**src/rtl/collision_resolver_if.sv**
```systemverilog
// Frame-level event bus between the game logic and collision_resolver.
// The bonus signal exists only when EXTRA_LIFE_EN is defined.
interface collision_resolver_if #(
   parameter int LIVES_W = 4
);
   logic               frame_tick;
   logic               collision;
   logic               restart;
`ifdef EXTRA_LIFE_EN
   logic               bonus;
`endif
   logic               hit;
   logic [LIVES_W-1:0] lives;
   logic               invuln;
   logic               blink;
   logic               game_over;

   modport master (
`ifdef EXTRA_LIFE_EN
      output bonus,
`endif
      output frame_tick, collision, restart,
      input  hit, lives, invuln, blink, game_over
   );

   modport slave (
`ifdef EXTRA_LIFE_EN
      input  bonus,
`endif
      input  frame_tick, collision, restart,
      output hit, lives, invuln, blink, game_over
   );
endinterface

```
**src/rtl/collision_resolver.sv**
```systemverilog
// Turns per-frame player/hazard overlap into hit events, lives, invulnerability and game over.
// Optional feature macro: EXTRA_LIFE_EN (adds the bonus input and the LIVES_MAX parameter).
module collision_resolver #(
   parameter int LIVES_INIT    = 3,
   parameter int LIVES_W       = 4,
   parameter int INVULN_FRAMES = 60,
   parameter int CNT_W         = 8,
   parameter int BLINK_BIT     = 2
`ifdef EXTRA_LIFE_EN
   ,
   parameter int LIVES_MAX     = 9
`endif
) (
   input  logic                 clk,
   input  logic                 reset_n,
   collision_resolver_if.slave  bus
);

   typedef enum logic [1:0] {
      ST_ALIVE  = 2'd0,
      ST_INVULN = 2'd1,
      ST_DEAD   = 2'd2
   } state_t;

   state_t             state_q, state_d;
   logic [LIVES_W-1:0] lives_q, lives_d;
   logic [CNT_W-1:0]   cnt_q, cnt_d;
   logic               hit_q, hit_d;
   logic               invuln_q, blink_q, game_over_q;

`ifdef EXTRA_LIFE_EN
   logic [LIVES_W-1:0] lives_inc;

   assign lives_inc = (lives_q >= LIVES_W'(LIVES_MAX)) ? lives_q : lives_q + LIVES_W'(1);
`endif

   always_ff @(posedge clk or negedge reset_n) begin
      if (!reset_n) begin
         state_q     <= ST_ALIVE;
         lives_q     <= LIVES_W'(LIVES_INIT);
         cnt_q       <= '0;
         hit_q       <= 1'b0;
         invuln_q    <= 1'b0;
         blink_q     <= 1'b0;
         game_over_q <= 1'b0;
      end else begin
         state_q     <= state_d;
         lives_q     <= lives_d;
         cnt_q       <= cnt_d;
         hit_q       <= hit_d;
         invuln_q    <= (state_d == ST_INVULN);
         blink_q     <= (state_d == ST_INVULN) && cnt_d[BLINK_BIT];
         game_over_q <= (state_d == ST_DEAD);
      end
   end

   // Restart outranks everything, so no hit or bonus can leak into a fresh game.
   always_comb begin
      state_d = state_q;
      lives_d = lives_q;
      cnt_d   = cnt_q;
      hit_d   = 1'b0;

      if (bus.restart) begin
         state_d = ST_ALIVE;
         lives_d = LIVES_W'(LIVES_INIT);
         cnt_d   = '0;
      end else begin
         case (state_q)
            ST_ALIVE: begin
               if (bus.frame_tick && bus.collision) begin
                  hit_d = 1'b1;
                  if (lives_q <= LIVES_W'(1)) begin
                     lives_d = '0;
                     state_d = ST_DEAD;
                  end else begin
`ifdef EXTRA_LIFE_EN
                     lives_d = bus.bonus ? lives_q : lives_q - LIVES_W'(1);
`else
                     lives_d = lives_q - LIVES_W'(1);
`endif
                     state_d = ST_INVULN;
                     cnt_d   = CNT_W'(INVULN_FRAMES - 1);
                  end
               end
`ifdef EXTRA_LIFE_EN
               else if (bus.bonus) begin
                  lives_d = lives_inc;
               end
`endif
            end

            // Collisions are ignored; the window lasts INVULN_FRAMES ticks in total.
            ST_INVULN: begin
               if (bus.frame_tick) begin
                  if (cnt_q == '0) begin
                     state_d = ST_ALIVE;
                  end else begin
                     cnt_d = cnt_q - CNT_W'(1);
                  end
               end
`ifdef EXTRA_LIFE_EN
               if (bus.bonus) begin
                  lives_d = lives_inc;
               end
`endif
            end

            ST_DEAD: begin
               state_d = ST_DEAD;
            end

            default: begin
               state_d = ST_ALIVE;
            end
         endcase
      end
   end

   assign bus.hit       = hit_q;
   assign bus.lives     = lives_q;
   assign bus.invuln    = invuln_q;
   assign bus.blink     = blink_q;
   assign bus.game_over = game_over_q;

endmodule

```
**src/flat_wrapper.sv**
```systemverilog
// flat-port wrapper written by rule: the top's interface ports become plain ports
module collision_resolver_flat 
#(
   parameter int LIVES_INIT    = 3,
   parameter int LIVES_W       = 4,
   parameter int INVULN_FRAMES = 60,
   parameter int CNT_W         = 8,
   parameter int BLINK_BIT     = 2

)
  (clk, reset_n, bus_frame_tick, bus_collision, bus_restart, bus_hit, bus_lives, bus_invuln, bus_blink, bus_game_over);
  collision_resolver_if #(.LIVES_W(LIVES_W)) bus_i ();
  input  logic clk;
  input  logic reset_n;
  input wire logic [$bits(bus_i.frame_tick)-1:0] bus_frame_tick;
  input wire logic [$bits(bus_i.collision)-1:0] bus_collision;
  input wire logic [$bits(bus_i.restart)-1:0] bus_restart;
  output wire logic [$bits(bus_i.hit)-1:0] bus_hit;
  output wire logic [$bits(bus_i.lives)-1:0] bus_lives;
  output wire logic [$bits(bus_i.invuln)-1:0] bus_invuln;
  output wire logic [$bits(bus_i.blink)-1:0] bus_blink;
  output wire logic [$bits(bus_i.game_over)-1:0] bus_game_over;
  assign bus_i.frame_tick = bus_frame_tick;
  assign bus_i.collision = bus_collision;
  assign bus_i.restart = bus_restart;
  assign bus_hit = bus_i.hit;
  assign bus_lives = bus_i.lives;
  assign bus_invuln = bus_i.invuln;
  assign bus_blink = bus_i.blink;
  assign bus_game_over = bus_i.game_over;
  collision_resolver #(.LIVES_INIT(LIVES_INIT), .LIVES_W(LIVES_W), .INVULN_FRAMES(INVULN_FRAMES), .CNT_W(CNT_W), .BLINK_BIT(BLINK_BIT)) u_core (.clk(clk), .reset_n(reset_n), .bus(bus_i));
endmodule
```
**config.mk**
```make
export PLATFORM = sky130hd
export DESIGN_NAME = collision_resolver_flat
export DESIGN_NICKNAME = d
export VERILOG_FILES = /design/src/rtl/collision_resolver_if.sv /design/src/rtl/collision_resolver.sv /design/src/flat_wrapper.sv
export SDC_FILE = /design/constraint.sdc
export NUM_CORES = 1
export LEC_CHECK = 0
export ABC_AREA = 1
export BUFFER_PORTS_ARGS = -buffer_cell sky130_fd_sc_hd__buf_2
export CAP_MARGIN = 25
export CORE_MARGIN = 3
export CORE_UTILIZATION = 56
export DETAILED_ROUTE_END_ITERATION = 10
export PLACE_DENSITY_LB_ADDON = 0.05
export SLEW_MARGIN = 30
export SYNTH_ARGS = -nofsm -noshare
export SYNTH_HDL_FRONTEND = slang
export SYNTH_SLANG_ARGS = --single-unit
```
**constraint.sdc**
```tcl
create_clock -name clk -period 1.8 [get_ports clk]
set_clock_uncertainty 0.05 [all_clocks]
set_input_delay 0.09 -clock clk [delete_from_list [all_inputs] [get_ports clk]]
set_output_delay 0.09 -clock clk [all_outputs]
set_load 0.02 [all_outputs]
```
==> results.py <==
metrics = {
    "placement": {
        "hpwl_mm": 1.640,
        "place.gp.congestion": 0.7973,
        "port_buffers": 12,
        "dp_slack_ns": 0.06576,
    },
    "clock_tree": {
        "clk_pin_slew_ns": 0.10,
        "numCtsBuffers": 3,
        "cts_tree": "built",
        "cts.path.max_buffers": 2,
        "root_buffer": "clkbuf_4",
        "htree_levels": 1,
        "clk-insertion-delay-late_ns": 0.29,
        "cts_sinks": 18,
    },
    "timing": {
        "tightest_slew_ns": 0.4077,
        "drv_slew": 0,
        "fmax_mhz": 582.8,
        "hold_viol": 0,
        "relSlewSlack": 0.7282,
        "setup_viol": 0,
        "setup_slack_ns": 0.08427,
        "period_share": 0.9532,
        "period_needed_ns": 1.716,
    },
    "global_route": {
        "track_usage": 0.1931,
        "grt_pass1_wl_mm": 3.719,
        "antenna_found_initial": 0,
        "grt_start_max_net_pins": 19,
        "grt_pass1_vias": 846,
        "overflow": 0,
    },
    "critical_path": {
        "critical_path_class": "reg2reg",
        "crit_buf_inv": 2,
        "max_stage_delay_ns": 0.54,
        "cp_max_fo": 7,
        "required_ns": 1.94,
        "crit_top_cell": "nand2_1",
        "end_kind": "register",
        "slowest_stage": "dfstp_2",
        "crit_chain": "inv_1 -> ha_1 -> inv_2 -> nand2_1 -> nand2_2 -> nand2_1 -> a21oi_2 -> o21ai_4 -> nand2_1 -> nand2_1",
        "path_delay_family": "flip-flops",
        "start_kind": "register",
        "crit_arrival_ns": 1.86,
    },
    "die": {
        "die_y_microns": 50.34,
        "core_sq_mm": 0.001783,
        "dieArea_sq_mm": 0.002534,
        "initial_core_util": 0.6175,
        "fp.dieW_microns": 50.34,
        "rows": 15,
        "io_pins": 13,
    },
    "layout": {
        "nets": 179,
        "drive_above_1_share": 0.2071,
        "num_antenna_cells": 0,
        "fillCellCount": 163,
        "syn2layout_area_growth_pct": 14.32,
    },
    "yosys": {
        "synth_cell_type_count": 22,
        "synth_edf_count": 0,
        "yosys.area.top_type": "dfrtp_1",
        "ys_ff_latch": 18,
        "synth_cells": 150,
        "avgSynthCellArea_sq_um": 7.340,
        "synth_nets": 159,
        "synthTopCellsByArea": "dfrtp_1 (36%), nand2_1 (18%), inv_1 (7.8%), dfstp_2 (4.8%), ha_1 (4.5%)",
        "synth_top_cell_area_share": 0.3636,
        "synth_compound_area_frac": 0.08182,
        "synthAdderAreaFrac": 0.04545,
        "ys.flop_type": "dfrtp_1",
        "synth_xor_area_frac": 0.03182,
        "yosysWarningCount": 0,
        "muxShareOfSynthArea": 0,
        "async_flop_share": 1.000,
        "synth_area_sq_mm": 0.001101,
        "synth_seq_area_share": 0.4114,
        "yosys.area_share.simple": 0.3375,
        "synth_top_family_by_area": "simple AND/OR/NAND/NOR gates",
    },
    "power": {
        "switchingPower_w": 0.0003447,
        "p_clk_frac": 0.241,
        "power.density_mw_per_mm2": 802.2,
        "switching_share": 0.3414,
        "pwr-share-seq": 0.455,
        "p_total_w": 0.001010,
        "peakVddDrop_v": 0.0004966,
        "power_frac_comb": 0.305,
        "p_int_w": 0.0006650,
        "leakage_nw": 0.7134,
    },
    "worst_hold_path": {
        "min_path_type": "in2async",
    },
    "run": {
        "cap_violations": 0,
    },
    "detailed_routing": {
        "drt-wirelength-per-cell_microns": 11.32,
        "vias": 949,
        "ant_nets": 0,
        "dr.pass1.iters": 4,
        "drc_errors": 0,
        "drt_iter0_drc": 27,
        "routed_via_density": 4.892,
        "wl_mm": 2.197,
    },
    "status": {
        "status": "finished clean",
    },
}
kinds of logic after synthesis:
logic type	count (synthesis)
AO/OA/AOI/OAI	13
adder cells (fa/ha/maj)	4
buffers and inverters	27
XOR/XNOR	4
flip-flops	18
AND/OR/NAND/NOR	84
cell usage after synthesis, types with 3 or more instances:
| library cell | instances |
|---|---|
| a21oi_1 | 4 |
| dfrtp_1 | 16 |
| ha_1 | 4 |
| inv_1 | 23 |
| inv_2 | 3 |
| nand2_1 | 52 |
| nand2_2 | 3 |
| nand3_1 | 9 |
| nor2_1 | 10 |
| nor2_2 | 3 |
| nor2_4 | 3 |
| o21ai_0 | 3 |
| xor2_1 | 4 |
final cells by class:
class / instances / area [sq um] / share of cell area
multi-input cells: 105 / 549.3 / 0.4364
flip-flops and latches: 18 / 452.9 / 0.3598
inverters: 27 / 101.3 / 0.08052
repair buffers: 15 / 87.58 / 0.06958
clock buffers: 4 / 36.28 / 0.02883
well taps: 25 / 31.28 / 0.02485
layout by cell type, fill, tap and decap left out, drive strengths merged, types with 2 or more instances in the layout:
master and n:
xor2 4, clkbuf 4, nand4 2, nor3 2, dfstp 2, ha 4
dfrtp 16, nor2 16, nand3 9, a211oi 2, dlygate4sd3 2, inv 26
buf 13, nand2 55, o21ai 4, a21oi 5
path summary, 6_finish.rpt:
| check | start | endpoint | slack, ns | depth (start not counted) |
|---|---|---|---|---|
| max | u_core.bus.lives[1] | u_core.cnt_q[6] | 0.08 | 10 |
| min in group clk | bus_collision | u_core.bus.hit | 0.20 | 5 |
| max reg2reg | u_core.bus.lives[1] | u_core.cnt_q[6] | 0.08 | 10 |
| max in group asynchronous | reset_n | u_core.bus.lives[0] | 1.17 | 2 |
| min reg2reg | u_core.cnt_q[5] | u_core.cnt_q[5] | 0.46 | 2 |
| min | reset_n | u_core.cnt_q[3] | 0.20 | 2 |
power by group through the flow:
stage          Sequential (W)  Clock [W]  Combinational, W
4_1_cts              0.000461   0.000256          0.000303
5_1_grt              0.000463   0.000261          0.000354
3_3_place_gp         0.000467          0          0.000293
6_report             0.000459   0.000243          0.000308
3_5_place_dp         0.000468          0          0.000298
2_1_floorplan        0.000474          0          0.000220
stage by stage:
stage | setup TNS, ns | instances | utilization | cell area (sq um) | hold WS, ns
final | 0 | 194 | 0.7060 | 1259 | 0.1953
after global routing | -0.1551 | 194 | 0.7060 | 1259 | 0.2051
after CTS | 0 | 193 | 0.7004 | 1249 | 0.1628
after detailed placement | 0 | 187 | 0.6688 | 1192 | -0.003065
after global placement | 0 | 187 | 0.6688 | 1192 | -0.01102
after floorplan | 0 | 150 | - | 1101 | -0.2556
per-layer routing:
layer | GRT usage | vias up | share of wire
li1 | - | 503 | -
met1 | 0.2581 | 415 | 0.45
met2 | 0.3130 | 27 | 0.48
met3 | 0.01780 | 4 | 0.049
met4 | 0.09417 | 0 | 0.016
met5 | 0 | - | 0
state kept, by name, summed over array words and instances, names as in the netlist:
| name | count |
|---|---|
| u_core.bus.invuln | 1 |
| u_core.bus.game_over | 1 |
| u_core.bus.lives | 4 |
| u_core.bus.blink | 1 |
| u_core.cnt_q | 8 |
| u_core.bus.hit | 1 |
| u_core.state_q | 2 |
what timing repair did:
| item | 4_1_cts | 5_1_grt |
|---|---|---|
| hold buffers | 2 | 0 |
| resized for setup | 0 | 2 |
| setup buffers | 0 | 1 |
| setup endpoints to repair | 0 | 8 |
| hold endpoints to repair | 20 | 0 |
Power figures use the tool's default switching activity.
